$ cat config.mk
export PLATFORM = sky130hd
export DESIGN_NAME = serial_frame_rx4
export DESIGN_NICKNAME = d
export VERILOG_FILES = /design/src/rtl/serial_frame_rx4_pkg.sv /design/src/rtl/ser_shift_in.sv /design/src/rtl/serial_frame_rx4.sv
export SDC_FILE = /design/constraint.sdc
export NUM_CORES = 1
export LEC_CHECK = 0
export BUFFER_PORTS_ARGS = -buffer_cell sky130_fd_sc_hd__buf_2
export CAP_MARGIN = 5
export CORE_AREA = 2 2 39 41
export CTS_CLUSTER_SIZE = 12
export DETAILED_ROUTE_END_ITERATION = 16
export DIE_AREA = 0 0 41 43
export PLACE_DENSITY = 0.67
export SETUP_SLACK_MARGIN = 0.15
export SYNTH_ARGS = -nofsm -noshare
export SYNTH_HDL_FRONTEND = slang
export SYNTH_HIERARCHICAL = 1
export SYNTH_SLANG_ARGS = --single-unit
export TNS_END_PERCENT = 10
$ cat constraint.sdc
create_clock -name CLK -period 1.9 [get_ports CLK]
set_clock_uncertainty 0.2 [all_clocks]
set_input_delay 0.095 -clock CLK [delete_from_list [all_inputs] [get_ports CLK]]
set_output_delay 0.095 -clock CLK [all_outputs]
set_load 0.005 [all_outputs]
$ cat src/rtl/serial_frame_rx4_pkg.sv
// Shared definitions for the serial frame receiver: FSM state encoding and
// the default frame width.
package serial_frame_rx4_pkg;

    typedef enum logic [1:0] {
        IDLE   = 2'b00,
        DATA   = 2'b01,
        STOP   = 2'b10,
        RESYNC = 2'b11
    } rx_state_t;

    localparam int DEFAULT_DATA_W = 4;

endpackage

$ cat src/rtl/ser_shift_in.sv
// Enable-gated serial-in shift register. Fills from the MSB end when
// LSB_FIRST=1, otherwise from the LSB end.
module ser_shift_in #(
    parameter int DATA_W    = 4,
    parameter bit LSB_FIRST = 1'b1
) (
    input  logic              CLK,
    input  logic              Clear,
    input  logic              en,
    input  logic              din,
    output logic [DATA_W-1:0] q
);

    generate
        if (LSB_FIRST) begin : g_lsb_first
            always_ff @(posedge CLK) begin
                if (Clear)
                    q <= '0;
                else if (en)
                    q <= {din, q[DATA_W-1:1]};
            end
        end else begin : g_msb_first
            always_ff @(posedge CLK) begin
                if (Clear)
                    q <= '0;
                else if (en)
                    q <= {q[DATA_W-2:0], din};
            end
        end
    endgenerate

endmodule

$ cat src/rtl/serial_frame_rx4.sv
// Serial frame receiver: start bit, DATA_W data bits, stop bit; presents the
// word on D_par with a one-cycle valid pulse, or a one-cycle frame_err pulse.
module serial_frame_rx4
    import serial_frame_rx4_pkg::*;
#(
    parameter int DATA_W    = DEFAULT_DATA_W,
    parameter bit LSB_FIRST = 1'b1
) (
    input  logic              CLK,
    input  logic              Clear,
    input  logic              ser_in,
    input  logic              ser_en,
    output logic [DATA_W-1:0] D_par,
    output logic              valid,
    output logic              frame_err,
    output logic              busy
);

    localparam int CNT_W = $clog2(DATA_W + 1);
    localparam logic [CNT_W-1:0] LAST_BIT = CNT_W'(DATA_W - 1);

    rx_state_t         state, state_nxt;
    logic [CNT_W-1:0]  cnt, cnt_nxt;
    logic              shift_en;
    logic              load;
    logic              err;
    logic [DATA_W-1:0] shreg;

    ser_shift_in #(
        .DATA_W    (DATA_W),
        .LSB_FIRST (LSB_FIRST)
    ) u_shift (
        .CLK   (CLK),
        .Clear (Clear),
        .en    (shift_en),
        .din   (ser_in),
        .q     (shreg)
    );

    always_ff @(posedge CLK) begin
        if (Clear) begin
            state <= IDLE;
            cnt   <= '0;
        end else begin
            state <= state_nxt;
            cnt   <= cnt_nxt;
        end
    end

    always_comb begin
        state_nxt = state;
        cnt_nxt   = cnt;
        shift_en  = 1'b0;
        load      = 1'b0;
        err       = 1'b0;
        if (ser_en) begin
            unique case (state)
                IDLE: begin
                    if (!ser_in) begin
                        state_nxt = DATA;
                        cnt_nxt   = '0;
                    end
                end
                DATA: begin
                    shift_en = 1'b1;
                    cnt_nxt  = cnt + CNT_W'(1);
                    if (cnt == LAST_BIT)
                        state_nxt = STOP;
                end
                STOP: begin
                    if (ser_in) begin
                        load      = 1'b1;
                        state_nxt = IDLE;
                    end else begin
                        err       = 1'b1;
                        state_nxt = RESYNC;
                    end
                end
                RESYNC: begin
                    // a held-low line must return high before a new start bit counts
                    if (ser_in)
                        state_nxt = IDLE;
                end
                default: state_nxt = IDLE;
            endcase
        end
    end

    always_ff @(posedge CLK) begin
        if (Clear) begin
            D_par     <= '0;
            valid     <= 1'b0;
            frame_err <= 1'b0;
        end else begin
            valid     <= load;
            frame_err <= err;
            if (load)
                D_par <= shreg;
        end
    end

    assign busy = (state != IDLE);

endmodule

* After elaboration in Yosys (flattened, before gate mapping) *
Index checks and enable logic that the tools add are counted.

storage, ports and cells
  register bits after elaboration = 15
  bits of input ports = 4
  word-level logic and storage cells = 35

cells by class
  $add $sub $neg = 1
  equality and inequality tests = 7
  mux-type cells = 13
  bitwise logic cells = 2
  reduce and logical (&&, ||, !) cells = 6

operators by type and width
  kind                                            count
  two-way mux 2 bit                               4
  case mux 2 bit (4 select lines)                 1
  two-way mux 1 bit                               6
  inequality test 2 bit (second input constant)   3
  case mux 3 bit (2 select lines)                 1
  == test 2 bit (second input constant)           2
  AND reduction 4 bit                             1
  nonzero test 2 bit                              2
  adder 3 x 1 -> 3 bit (second input constant)    1
  == test 3 x 2 -> 1 bit (second input constant)  1
  two-way mux 3 bit                               1
  AND reduction 3 bit                             1
  OR reduction 3 bit                              1
  == test 2 x 1 -> 1 bit (second input constant)  1
  logical NOT 2 bit                               1
  NOT 1 bit                                       2

* Depth between registers and ports, before layout *
  depth after elaboration = 3
  depth in mapped cells = 5
  gate-level depth less buffers = 5

* Modules after synthesis *
The synthesis kept the hierarchy.

by module, submodules not included
  module            times used  cells an instance  area each (µm²)
  serial_frame_rx4  1           48                 467.9
  ser_shift_in      1           13                 140.1

* Least setup slack after synthesis *
No wires, ideal clock.

  path kind = reg-to-reg
  start = reg state[1]
  end = reg u_shift.q[0]
  library setup time = 0.114 ns
  arrival = 1.052 ns
  required time = 1.586 ns
  setup slack = 0.534 ns
  cell stages (with the launch flop) = 6
  path buffers = 2
  clock period less this slack = 1.366 ns
  path through = dfxtp_1 > buf_6 > and3b_2 > clkbuf_2 > mux2i_1 > nor2_1

on the way
  word-level cells in the longest chain between the ends = 3

ends and longest elaborated chain
  element                 line                    RTL
  start, declared         serial_frame_rx4.sv:22  rx_state_t state, state_nxt;
  start signal, assigned  serial_frame_rx4.sv:45  state <= state_nxt;
  == test 2 x 1 -> 1 bit  serial_frame_rx4.sv:57  unique case (state)
  two-way mux 1 bit       serial_frame_rx4.sv:57
  two-way mux 1 bit       serial_frame_rx4.sv:56  if (ser_en) begin
  via shift_en            serial_frame_rx4.sv:24  logic shift_en;
  end signal, assigned    ser_shift_in.sv:20      q <= {din, q[DATA_W-1:1]};
  end, declared           ser_shift_in.sv:11      output logic [DATA_W-1:0] q

The timed path passes the listed nets, and every way through them passes these cells.
A chain may end at the register's enable or synchronous reset.

* Final worst setup path *
  start = in Clear
  end = reg frame_err

on the way
  word-level cells in the longest chain between the ends = 1

ends and longest elaborated chain
  element                       line                    RTL
  start, declared               serial_frame_rx4.sv:10  input logic Clear,
  OR reduction 3 bit (no line)  --
  end signal, assigned          serial_frame_rx4.sv:96  frame_err <= err;
  end, declared                 serial_frame_rx4.sv:15  output logic frame_err,

No other way between the ends.

==> flow_metrics.tcl <==
set metrics [dict create \
    die-area_mm2 0.001763 \
    diodes 0 \
    port_buffers 10 \
    ys_top_cells_by_count "15 x dfxtp_1, 11 x nor2_1, 9 x mux2i_1, 4 x o21ai_0" \
    grt_pass1_vias 425 \
    wire_per_inst_um 11.27 \
    fin_tns_setup_ns 0 \
    core_mm2 0.001384 \
    rsz0062_at_grt "no" \
    leakagePower_nw 0.3383 \
    synthDistinctLibCells 19 \
    drt_wl_total_um 1037 \
    vias 462 \
    numCtsBuffers 3 \
    endpoint "frame_err" \
    netlist_instances 61 \
    powerDensity_mw_per_mm2 732.7 \
    hp-class "flip-flop to flip-flop" \
    syn2layout_area_growth_pct 20.37 \
    reg2reg_slack_ns 0.42 \
    grt_overflow 0 \
    period_minus_slack_ns 1.597 \
    r2r_start "state[1]" \
    ys_warn_count 6 \
    slew_viol_final 0 \
    hold_slack_ns 0.2872 \
    synth_nets 67 \
    dp_cells 84 \
    die_w_um 41 \
    syn_area_per_cell_um2 9.969 \
    drtIter0Drc 8 \
    ant_nets 0 \
    setup_viol 0 \
    worstPathArrival_ns 1.62 \
    crit_start "Clear" \
    seq_area_frac_synth 0.4938 \
    yosysTopAreaCellShare 0.4938 \
    die_height_um 43 \
    antenna_found_initial 0 \
    min_period_over_period 0.8406 \
    ys.flop_type "dfxtp_1" \
    worst_setup_path_start_kind "primary input" \
    cts_tree "built" \
    instances_no_fill 92 \
    status "complete, no violations" \
    grt_pass1_wl_um 1690 \
    synth-seq-cells 15 \
    ir_drop_uv 472.4 \
    cap_violations 0 \
    synth_edf_count 0 \
    criticalPathCategory "primary input to flip-flop" \
    worst_slew_margin_rel 0.8071 \
    syn_area_um2 608.1 \
    cts_sinks 15 \
    first_pass_iters 4 \
    required_ns 1.93 \
    synth_top_area_cell "dfxtp_1" \
    worstSetupEndpointType "flip-flop" \
    fmax_ghz 0.6261 \
    remaining_drc_errors 0 \
    r2r-end "frame_err" \
    gp_congestion 0.7736 \
    root_buffer "clkbuf_4" \
    dp_slack_ns 0.5555 \
    grt_start_max_net_pins 16 \
    initial_core_util 0.4394 \
    final_nets 83 \
    fp-row-count 14 \
    hpwl_um 706.7 \
    synth.area.top_cells "dfxtp_1 49%, mux2i_1 15%, nor2_1 6.8%, ha_1 4.1%, o21ai_0 3.3%" \
    grt_util_all_layers 0.1443 \
    path_clk_slew_ns 0.09 \
    io_pins 11 \
    post-cts-setup-buffer-count 0 \
    path_max_fanout 15 \
    worst_skew_pair.late_latency_ns 0.28 \
    vias_per_cell 5.022 \
    fin_total_pwr_w 0.0005363 \
    async_flop_share 0 \
    drive_gt1_frac 0.2500 \
    synth.most_common_cell "dfxtp_1" \
    setup_ws_ns 0.3028 \
    reg2reg_depth 3 \
    worst_pin_slew_ns 0.2893 \
    ctsLongestPathBuffers 2 \
    finalHoldViolCount 0 \
    h-tree-depth 1 \
]
-- where the power goes --
part | total (W) | switching, W | internal (W)
combinational | 0.0000367 | 0.0000187 | 0.0000180
clock | 0.000178 | 0.000100 | 0.0000780
sequential | 0.000321 | 0.00000391 | 0.000318
total | 0.000536 | 0.000123 | 0.000413
-- layer usage --
metal  up-vias  part of all wire  routed length (µm)  GRT usage
li1        237                 -                   -          -
met1       220              0.48                 493     0.1773
met2         3              0.49                 510     0.2125
met3         2             0.020                  21    0.04712
met4         0             0.012                  12    0.08000
met5         -                 0                   0          0
-- cell usage in the layout, fill, tap and decap left out, types with 3 or more instances in the layout --
cell type | Yosys | routed
buf_2 | 0 | 10
dlygate4sd3_1 | 0 | 4
mux2i_1 | 9 | 9
clkbuf_4 | 0 | 3
nand2_1 | 3 | 3
nor2_1 | 11 | 11
a21oi_1 | 3 | 3
nand2b_1 | 3 | 3
dfxtp_1 | 15 | 15
o21ai_0 | 4 | 4
-- kinds of logic (layout without fill, tap and decap cells) --
family	Yosys count	in the layout	synth area share
AOI/OAI and AO/OA	9	9	0.08436
DFF	15	15	0.4938
buffers and inverters	4	19	0.03907
adders and majority gates	2	2	0.04115
muxes	9	9	0.1482
and+or+nand+nor	22	22	0.1934
-- critical path: stages --
cell	delay, ns
dlygate4sd3_1	0.53
buf_2	0.22
nor4_2	0.21
dlygate4sd3_1	0.56
-- per-stage QoR --
step                utilization  area, µm²
finish                   0.5289      732.0
CTS                      0.5244      725.7
detailed placement       0.4756      658.1
floorplan                     -      608.1
global route             0.5289      732.0
global placement         0.4756      658.1
-- repair_timing --
action | in CTS | in global routing
endpoints found under the hold margin | 15 | 0
gates resized for setup | 0 | 1
setup endpoints to repair | 0 | 1
hold buffers | 4 | 0
-- final cells by class --
cell class	instances	area [µm²]
inverter	1	3.754
timing repair buffer	14	90.09
clock buffer	3	22.52
clock inverter	1	5.005
multi-input combinational	42	290.3
fill	133	651.9
tap	16	20.02
sequential	15	300.3
-- sequential cells by signal (all words and copies together), names as in the netlist --
| register | count |
|---|---|
| D_par | 4 |
| state | 2 |
| cnt | 3 |
| u_shift/q | 4 |
| frame_err | 1 |
| valid | 1 |
-- how the worst min path moves through the flow --
| stage | from | to | cells after the start |
|---|---|---|---|
| 2_1_floorplan | Clear | u_shift/q[0] | 1 |
| 3_3_place_gp | ser_in | frame_err | 2 |
| 3_5_place_dp | ser_in | frame_err | 2 |
| 4_1_cts | cnt[2] | cnt[2] | 2 |
| 5_1_grt | cnt[0] | cnt[0] | 2 |
| 6_report | cnt[2] | cnt[2] | 2 |
Power figures use the tool's default switching activity.
